===== config.mk =====
export PLATFORM = sky130hd
export DESIGN_NAME = mem_arbiter_ctrl
export DESIGN_NICKNAME = d
export VERILOG_FILES = /design/src/rtl/mem_arbiter_ctrl.sv
export SDC_FILE = /design/constraint.sdc
export NUM_CORES = 1
export LEC_CHECK = 0
export BUFFER_PORTS_ARGS = -buffer_cell sky130_fd_sc_hd__buf_4
export CAP_MARGIN = 5
export CORE_AREA = 2 2 104 106
export CTS_CLUSTER_DIAMETER = 50
export DETAILED_ROUTE_END_ITERATION = 12
export DIE_AREA = 0 0 106 108
export PLACE_DENSITY = 0.52
export SLEW_MARGIN = 0
export SYNTH_ARGS = -nofsm -noshare
export SYNTH_HDL_FRONTEND = slang
export SYNTH_SLANG_ARGS = --single-unit

===== constraint.sdc =====
create_clock -name CLK -period 2 [get_ports CLK]
set_input_delay 0.2 -clock CLK [delete_from_list [all_inputs] [get_ports CLK]]
set_output_delay 0.2 -clock CLK [all_outputs]
set_load 0.01 [all_outputs]

===== src/rtl/mem_arbiter_ctrl.sv =====
// ============================================================================
// Module   : mem_arbiter_ctrl
// Purpose  : Single-port RAM arbiter between instruction fetch and data access.
// Revision : 1.0
// ============================================================================
`default_nettype none

module mem_arbiter_ctrl #(
    parameter int ADDR_W      = 32,
    parameter int MAX_DSTREAK = 4,
    parameter int TIMEOUT     = 64
) (
    input  logic              CLK,
    input  logic              nRST,
    input  logic              halt,
    input  logic              iREN,
    input  logic [ADDR_W-1:0] iaddr,
    output logic [ADDR_W-1:0] iload,
    output logic              iwait,
    input  logic              dREN,
    input  logic              dWEN,
    input  logic [ADDR_W-1:0] daddr,
    input  logic [ADDR_W-1:0] dstore,
    output logic [ADDR_W-1:0] dload,
    output logic              dwait,
    output logic              ramREN,
    output logic              ramWEN,
    output logic [ADDR_W-1:0] ramaddr,
    output logic [ADDR_W-1:0] ramstore,
    input  logic [ADDR_W-1:0] ramload,
    input  logic [1:0]        ramstate,
    output logic              err
);

    localparam int STREAK_W = $clog2(MAX_DSTREAK + 1);
    localparam int WDOG_W   = $clog2(TIMEOUT + 1);

    localparam logic [STREAK_W-1:0] STREAK_MAX = STREAK_W'(MAX_DSTREAK);
    localparam logic [WDOG_W-1:0]   WDOG_LAST  = WDOG_W'(TIMEOUT - 1);

    localparam logic [1:0] ST_IDLE   = 2'd0;
    localparam logic [1:0] ST_IFETCH = 2'd1;
    localparam logic [1:0] ST_DACC   = 2'd2;

    localparam logic [1:0] RS_BUSY   = 2'd1;
    localparam logic [1:0] RS_ACCESS = 2'd2;
    localparam logic [1:0] RS_ERROR  = 2'd3;

    logic [1:0]          state;
    logic [1:0]          next_state;
    logic [STREAK_W-1:0] streak;
    logic [STREAK_W-1:0] next_streak;
    logic [WDOG_W-1:0]   wdog;
    logic [WDOG_W-1:0]   next_wdog;
    logic                set_err;

    logic d_req;
    logic fetch_ok;
    logic i_active;
    logic d_active;
    logic ram_busy;
    logic ram_done;
    logic ram_fault;
    logic i_done;
    logic d_done;

    assign d_req     = dREN | dWEN;
    assign fetch_ok  = iREN & ~halt;
    assign ram_busy  = (ramstate == RS_BUSY);
    assign ram_done  = (ramstate == RS_ACCESS);
    assign ram_fault = (ramstate == RS_ERROR);

    // An access is live only while its requester still asks; reset kills it at once.
    assign i_active = nRST & (state == ST_IFETCH) & iREN;
    assign d_active = nRST & (state == ST_DACC) & d_req;
    assign i_done   = i_active & ram_done;
    assign d_done   = d_active & ram_done;

    assign ramREN   = i_active | (d_active & dREN & ~dWEN);
    assign ramWEN   = d_active & dWEN;
    assign ramaddr  = i_active ? iaddr : (d_active ? daddr : '0);
    assign ramstore = d_active ? dstore : '0;

    assign iload = i_done ? ramload : '0;
    assign dload = d_done ? ramload : '0;
    assign iwait = iREN & ~i_done;
    assign dwait = d_req & ~d_done;

    always_comb begin
        next_state  = state;
        next_streak = streak;
        next_wdog   = '0;
        set_err     = 1'b0;
        case (state)
            ST_IDLE: begin
                if (d_req && !(fetch_ok && streak == STREAK_MAX)) begin
                    next_state = ST_DACC;
                    if (fetch_ok && streak != STREAK_MAX) begin
                        next_streak = streak + STREAK_W'(1);
                    end
                end else if (fetch_ok) begin
                    next_state  = ST_IFETCH;
                    next_streak = '0;
                end
            end
            ST_IFETCH, ST_DACC: begin
                if (!(i_active || d_active)) begin
                    next_state = ST_IDLE;
                end else if (ram_done) begin
                    next_state = ST_IDLE;
                end else if (ram_fault) begin
                    next_state = ST_IDLE;
                    set_err    = 1'b1;
                end else if (ram_busy) begin
                    if (wdog == WDOG_LAST) begin
                        next_state = ST_IDLE;
                        set_err    = 1'b1;
                    end else begin
                        next_wdog = wdog + WDOG_W'(1);
                    end
                end
            end
            default: next_state = ST_IDLE;
        endcase
    end

    always_ff @(posedge CLK) begin
        if (!nRST) begin
            state  <= ST_IDLE;
            streak <= '0;
            wdog   <= '0;
            err    <= 1'b0;
        end else begin
            state  <= next_state;
            streak <= next_streak;
            wdog   <= next_wdog;
            err    <= err | set_err;
        end
    end

endmodule

`default_nettype wire


== Word level (Yosys, flattened, before mapping) ==
Index checks and enable logic that the tools add are counted.

* Logic and storage cells: 74
* Output and inout port bits: 133
* Register bits after elaboration: 13

* Muxes and demuxes: 22
* Bitwise logic cells: 23
* Reductions and logical operators: 11
* Eq/ne operators: 12
* $add $sub $neg: 2

{| class="wikitable"
|+ Operators with widths
! kind !! count
|-
| 32-bit two-way mux || 5
|-
| 2-bit two-way mux || 7
|-
| 1-bit bitwise AND || 12
|-
| 5-bit inequality test (second input constant) || 2
|-
| 3-bit two-way mux || 3
|-
| 1-bit NOT || 8
|-
| 7-bit by 1-bit adder with 7-bit output (second input constant) || 1
|-
| 7-bit by 6-bit == test with 1-bit output (second input constant) || 1
|-
| 7-bit OR reduction || 1
|-
| 2-bit == test (second input constant) || 3
|-
| 1-bit two-way mux || 6
|-
| 3-bit inequality test (second input constant) || 2
|-
| 3-bit AND reduction || 2
|-
| 2-bit by 1-bit == test with 1-bit output (second input constant) || 2
|-
| 2-bit case mux with 2 select lines || 1
|-
| 3-bit by 1-bit adder with 3-bit output (second input constant) || 1
|-
| 3-bit == test (second input constant) || 1
|-
| 1-bit logical AND || 3
|-
| 1-bit OR || 3
|-
| 2-bit zero test || 1
|-
| 2-bit by 1-bit inequality test with 1-bit output (second input constant) || 1
|-
| 2-bit nonzero test || 1
|-
| 2-bit OR reduction || 1
|-
| 1-bit zero test || 1
|-
| 1-bit logical OR || 1
|}

== Longest topological paths before layout ==
Gate-level depths: netlist (run 1).

* Depth after elaboration: 8
* Gate-level depth with buffers: 7
* Depth with buffers taken out: 6

== Worst setup path before layout (run 1) ==
OpenSTA, ideal clock, no wires.

* Path kind: register -> output
* Start point: register state[1]
* End point: output port iload[0]
* Data required time: 1800 ps
* Path slack: 452 ps
* Arrival time: 1348 ps
* Cell stages (with the launch flop): 8
* Cells stage by stage: dfxtp_1 > inv_1 > ha_1 > nand2_1 > nor2_2 > buf_2 > buf_2 > and3_1

* Cells in the longest elaborated chain, start to end: 5

{| class="wikitable"
|+ RTL lines
! what !! RTL line !! text
|-
| from (decl) || 49 || <nowiki>logic [1:0] state;</nowiki>
|-
| from (signal assigned) || 134 || <nowiki>state <= next_state;</nowiki>
|-
| 2-bit by 1-bit == test with 1-bit output || 74 || <nowiki>assign i_active = nRST & (state == ST_IFETCH) & iREN;</nowiki>
|-
| 1-bit bitwise AND (2 in series) || 74 ||
|-
| 1-bit bitwise AND || 76 || <nowiki>assign i_done = i_active & ram_done;</nowiki>
|-
| 32-bit two-way mux || 84 || <nowiki>assign iload = i_done ? ramload : '0;</nowiki>
|-
| to (decl) || 18 || <nowiki>output logic [ADDR_W-1:0] iload,</nowiki>
|}

No other way between the ends.

== Final worst setup path (run 1) ==
* Start point: register state[1]
* End point: output port ramaddr[28]

* Cells in the longest elaborated chain, start to end: 5
* Elaborated cells on any way between the ends: 8
* Classes of those cells: 2 x eq/ne; 2 x mux; 4 x bitwise

{| class="wikitable"
|+ RTL lines
! what !! RTL line !! text
|-
| 2-bit == test || 75 || <nowiki>assign d_active = nRST & (state == ST_DACC) & d_req;</nowiki>
|-
| 1-bit bitwise AND (2 in series) || 75 ||
|-
| 32-bit two-way mux || 81 || <nowiki>assign ramaddr = i_active ? iaddr : (d_active ? daddr : '0);</nowiki>
|-
| 32-bit two-way mux * || 81 ||
|-
| to (decl) || 28 || <nowiki>output logic [ADDR_W-1:0] ramaddr,</nowiki>
|}

Every way passes the cells marked *; elsewhere a longest branch is shown, timed or not.

==> impl_metrics.ini, run 1 <==
[outcome]
status = completed

[yosys]
synthXorXnorAreaFrac = 0.0295
ys_ff_latch = 13
synth_compound_area_frac = 0.235
synthSimpleGateAreaFrac = 0.429
syn_nets = 392
synth.area.mux_share = 0.0112
synth_top_family_by_area = simple AND/OR/NAND/NOR gates
syn_area_per_cell_um2 = 7.22
yosysWarnings = 0
synth_edf_count = 0
async_flop_share = 0
synthDistinctLibCells = 35
synth_fa_ha_area_frac = 0.0632
netlist_area_um2 = 1780
syn-instance-count = 247
ys.flop_type = dfxtp_1
synth_seq_area_share = 0.146

[placement]
io_buffers = 268
placed_area_um2 = 3970
place_hpwl_mm = 8.95
gp_congestion = 0.890

[clocking]
cts_tree = yes
cts.clk_slew.worst_paths_ns = 0.06
cts_inserted_buffers = 3
cts-root-buf = clkbuf_8
ctsLongestPathBuffers = 2
cts.sinks = 13
clk_latency_ns = 0.24
h-tree-depth = 1

[worst_setup_path]
end_kind = output pin
critPathLaunchType = flip-flop
required_ns = 1.80
worst-r2r-cell-count = 6
crit_arrival_ns = 1.73
cp_max_fo = 16
crit_type = reg -> out

[power_and_ir_drop]
power.switching_mw = 0.357
p_per_area_nw_per_um2 = 271
p_sw_frac = 0.321
seqPwrFrac = 0.246
pwr-share-comb = 0.540
p_leak_nw = 2.37
clkPwrFrac = 0.214
vdd_drop_max_mv = 0.226
p_int_mw = 0.754

[die]
die_w_um = 106
die_h_um = 108
core_um2 = 10200
fp-row-count = 37
boundaryPins = 269
start_util = 0.174
die_area_um2 = 11400

[sta]
setup_viol = 0
fmaxAchievable_mhz = 519
slew_viol_final = 0
relSlewSlack = 0.746
finalCriticalPeriod_ns = 1.93
fin_worst_skew_ns = 0.00247
tightest_slew_ns = 0.377
finalHoldViolCount = 0
finalCritPeriodShare = 0.963
setup_tns_ns = 0

[global_routing]
grt_pass1_wl_mm = 15.7
antenna_found_initial = 3
grt_pass1_vias = 2659
track_usage = 0.175
grt_start_max_net_pins = 68
grt_overflow = 0

[drt]
drt_wl_total_mm = 11.1
drtAntennaViolNets = 0
vias = 2861
drcViolationCount = 0
drtIter0Drc = 153
dr.pass1.iters = 5
viasPerCell = 4.45
wire_per_inst_um = 17.3

[final_layout]
areaGrowthSynthToFinish_pct = 130
design_area_um2 = 4100
nNetsFinal = 651
fillers = 1069
drive_above_1_share = 0.584

[hold_path]
holdPathStages = 3
hold_class = in -> reg

[run]
drv_cap = 0
cell usage in the layout, fill, tap and decap left out, types with 2 or more instances in the layout:
cell / instances
clkbuf_8: 3
and2_1: 32
o21ai_0: 3
diode_2: 2
a22o_1: 32
ha_2: 2
xnor2_1: 3
dfxtp_1: 12
nand2b_1: 2
nor2_4: 2
xor2_1: 3
inv_1: 12
buf_4: 272
and3_1: 64
inv_2: 2
mux2i_1: 2
ha_1: 7
nand2_1: 5
nor2_1: 13
a21oi_1: 4
buf_12: 4
nand3_1: 5
state kept, by name (all words and copies together), names as in the netlist:
signal  cells
err         1
state       2
streak      3
wdog        7
Yosys cell counts, types with 2 or more instances:
library cell / number / area share
nand2_1: 7 / 0.015
a22o_1: 32 / 0.16
and2_1: 32 / 0.11
xnor2_1: 3 / 0.015
ha_1: 9 / 0.063
mux2i_1: 2 / 0.011
clkbuf_1: 15 / 0.032
inv_1: 13 / 0.027
a21oi_1: 4 / 0.011
nor2_1: 14 / 0.029
nand2b_1: 2 / 0.0070
o21ai_0: 3 / 0.0084
and3_1: 64 / 0.22
buf_2: 8 / 0.022
nand3_1: 5 / 0.014
dfxtp_1: 13 / 0.15
xor2_1: 3 / 0.015
power by group through the flow:
stage               Combinational (mW)  Clock (mW)  Sequential, mW
floorplan                        0.202           0           0.276
global placement                 0.572           0           0.276
detailed placement               0.576           0           0.277
CTS                              0.578       0.245           0.271
global route                     0.645       0.261           0.274
finish                           0.599       0.238           0.273
worst paths after layout:
path | slack (ns) | from | to
setup / recovery | 0.07 | state[1] | ramaddr[28]
hold / removal | 0.27 | nRST | state[1]
setup reg to reg | 0.27 | state[0] | wdog[6]
hold reg to reg | 0.45 | wdog[6] | wdog[6]
cells by family after synthesis:
group / after synthesis
and+or+nand+nor: 131
AOI/OAI and AO/OA: 48
buffers and inverters: 38
DFF: 13
adders and majority gates: 9
xor gates and xnor gates: 6
muxes: 2
metal layers:
| metal | GRT usage | wire, µm | vias to the layer above |
|---|---|---|---|
| met4 | 0.0207 | 61 | 2 |
| li1 | - | - | 1394 |
| met5 | 0 | 19 | - |
| met2 | 0.303 | 5450 | 126 |
| met3 | 0.0536 | 968 | 6 |
| met1 | 0.220 | 4610 | 1333 |
timing repair:
| item | in CTS | in global routing |
|---|---|---|
| resized for setup | 0 | 7 |
| setup buffers | 0 | 3 |
| endpoints found under the setup margin | 0 | 116 |
| hold buffers | 0 | 0 |
final cells by class:
| class | instances | area [µm²] | area share |
|---|---|---|---|
| repair buffers | 278 | 2160 | 0.527 |
| multi-input cells | 196 | 1400 | 0.343 |
| flip-flops and latches | 13 | 262 | 0.0639 |
| well taps | 136 | 170 | 0.0416 |
| inverters | 14 | 52.6 | 0.0128 |
| clock buffers | 4 | 45.0 | 0.0110 |
| diodes | 2 | 5.00 | 0.00122 |
per-stage QoR:
| stage | utilization | instances | total power [mW] | worst slack (ns) | hold WS, ns |
|---|---|---|---|---|---|
| final | 0.400 | 643 | 1.11 | 0.0740 | 0.270 |
| after global routing | 0.400 | 641 | 1.18 | -0.0242 | 0.278 |
| after CTS | 0.392 | 636 | 1.09 | 0.0299 | 0.264 |
| after detailed placement | 0.388 | 632 | 0.853 | 0.306 | 0.447 |
| after global placement | 0.388 | 632 | 0.848 | 0.322 | 0.431 |
| after floorplan | - | 247 | 0.478 | 0.452 | 0.349 |
critical path: stages (launching register included):
cell and delay, ns:
dfxtp_2 0.34, inv_2 0.06, ha_2 0.17, nand2_2 0.07
nor2_4 0.17, nor3_4 0.05, buf_4 0.13, buf_12 0.14
a22o_1 0.20, buf_4 0.15
Power figures use the tool's default switching activity.
==> run 2: changes to the inputs <==
- CTS_BUF_LIST: default -> sky130_fd_sc_hd__clkbuf_2
==> run 2 against run 1 <==
  * Critical path depth shrank 1
  * Sequential power is essentially flat
  * Via count grew 3.7%
  * Global-route usage grew 0.38 points
  * Cell count grew 2.0%
  * Non-clock buffer count grew 13
  * Critical path type unchanged
  * Highest routed layer unchanged
==> impl_metrics.ini, run 2 (synthesis results as in run 1) <==
[outcome]
status = completed

[final_layout]
final_common_cell = buf_4
areaGrowthSynthToFinish_pct = 149
nNetsFinal = 664
top_regs = wdog (7), streak (3), state (2)
drive_above_1_share = 0.614
multi_input_area_um2 = 1470
largest_reg_flops = 7
regMostFlops = wdog
fillers = 1048
layout_common_cells = buf_4, and3_1, and2_1, a22o_1, buf_6
regArea_um2 = 265

[placement]
place_hpwl_mm = 8.95
gp_congestion = 0.890
io_buffers = 268

[clocking]
cts_inserted_buffers = 3
cts-root-buf = clkbuf_2
cts.clk_slew.worst_paths_ns = 0.14
h-tree-depth = 1
ctsLongestPathBuffers = 2
clk_latency_ns = 0.28
cts_tree = yes
cts_hold_buffers = 0
cts.sinks = 13

[sta]
finalCriticalPeriod_ns = 1.99
slew_viol_final = 0
setup_viol = 0
fmaxAchievable_mhz = 502
finalHoldViolCount = 0
finalCritPeriodShare = 0.997
fin_worst_skew_ns = 0.0106
setup_tns_ns = 0
relSlewSlack = 0.736
rsz0062_at_grt = yes
timing.hold.ws_ns = 0.213
tightest_slew_ns = 0.392

[global_routing]
grt_start_max_net_pins = 68
grt_pass1_vias = 2688
grt_pass1_wl_mm = 16.0
grt_overflow = 0
track_usage = 0.178
antenna_found_initial = 3

[drt]
wire_per_inst_um = 19.2
vias = 2966
viasPerCell = 4.52
drcViolationCount = 0
drtIter0Drc = 162
drtAntennaViolNets = 0
dr.pass1.iters = 4
drt_wl_total_mm = 12.6

[die]
die_h_um = 108
fp-row-count = 37
boundaryPins = 269
die_area_um2 = 11400
start_util = 0.174
core_um2 = 10200
die_w_um = 106

[worst_setup_path]
worst-r2r-cell-count = 7
crit_slowest_cell = dfxtp_4
r2r_slack_ns = 0.13
regToRegStartpoint = state[0]
crit_chain = buf_4, ha_4, nand2_4, nor2_4, buf_8, clkbuf_16, a22o_1, buf_6
required_ns = 1.80
critPathLaunchType = flip-flop
crit_type = reg -> out
r2r_end = state[0]
slowest_delay_ns = 0.37
cp_max_fo = 8
crit_buf_inv = 4
path_delay_family = buffers and inverters
crit_arrival_ns = 1.79
end_kind = output pin

[power_and_ir_drop]
p_leak_nw = 2.49
p_per_area_nw_per_um2 = 242
vdd_drop_max_mv = 0.227

[run]
drv_cap = 0

[hold_path]
holdPathStages = 3
min-delay-start = nRST
whs_endpoint = state[1]
hold_class = in -> reg
## run 2: layout make-up
type | instances | share of cell area
Timing Repair Buffer | 291 | 0.554
Inverter | 14 | 0.0118
Sequential cell | 13 | 0.0597
Clock buffer | 4 | 0.00450
Tap cell | 136 | 0.0383
Multi-Input combinational cell | 196 | 0.330
Antenna cell | 2 | 0.00113
## run 2: how the worst max path moves through the flow
stage	from	endpoint	slack, ns	depth (start not counted)
global route	state[0]	ramaddr[2]	-0.06	8
detailed placement	state[1]	ramaddr[2]	0.31	8
CTS	state[0]	ramaddr[2]	-0.0009	8
floorplan	state[1]	iload[0]	0.45	7
finish	state[0]	ramaddr[2]	0.007	8
global placement	state[1]	ramaddr[2]	0.32	8
## run 2: what timing repair did
item	4_1_cts	5_1_grt
gates cloned	1	11
setup buffers	3	5
gates resized for setup	10	33
endpoints found under the setup margin	66	122
pin swaps	4	7
## run 2: power breakdown
part           switching [mW]  internal [mW]
registers             0.00607          0.266
clock network          0.0917         0.0530
logic                   0.278          0.380
## run 2: worst register-to-register path, delay by kind of cell (launching register included)
kind                       cells  cell delay (ns)
AOI/OAI and AO/OA              3             0.82
adders and majority gates      1             0.21
buffers and inverters          2             0.20
DFF                            1             0.37
muxes                          1             0.20
## run 2: through the flow
step	instances	setup slack (ns)	area [µm²]	util	power, mW
after floorplan	247	0.452	1780	-	0.478
after global placement	632	0.322	3970	0.388	0.848
after detailed placement	632	0.306	3970	0.388	0.853
after CTS	640	-0.000926	4060	0.397	1.02
after global routing	654	-0.0620	4440	0.434	1.14
final	656	0.00665	4450	0.435	1.07
## run 2: per-layer routing
| layer | GRT usage | wire length (µm) | up-vias |
|---|---|---|---|
| met1 | 0.223 | 5170 | 1385 |
| met3 | 0.0549 | 1040 | 13 |
| met4 | 0.0282 | 131 | 2 |
| li1 | - | - | 1429 |
| met2 | 0.308 | 6260 | 137 |
| met5 | 0 | 19 | - |
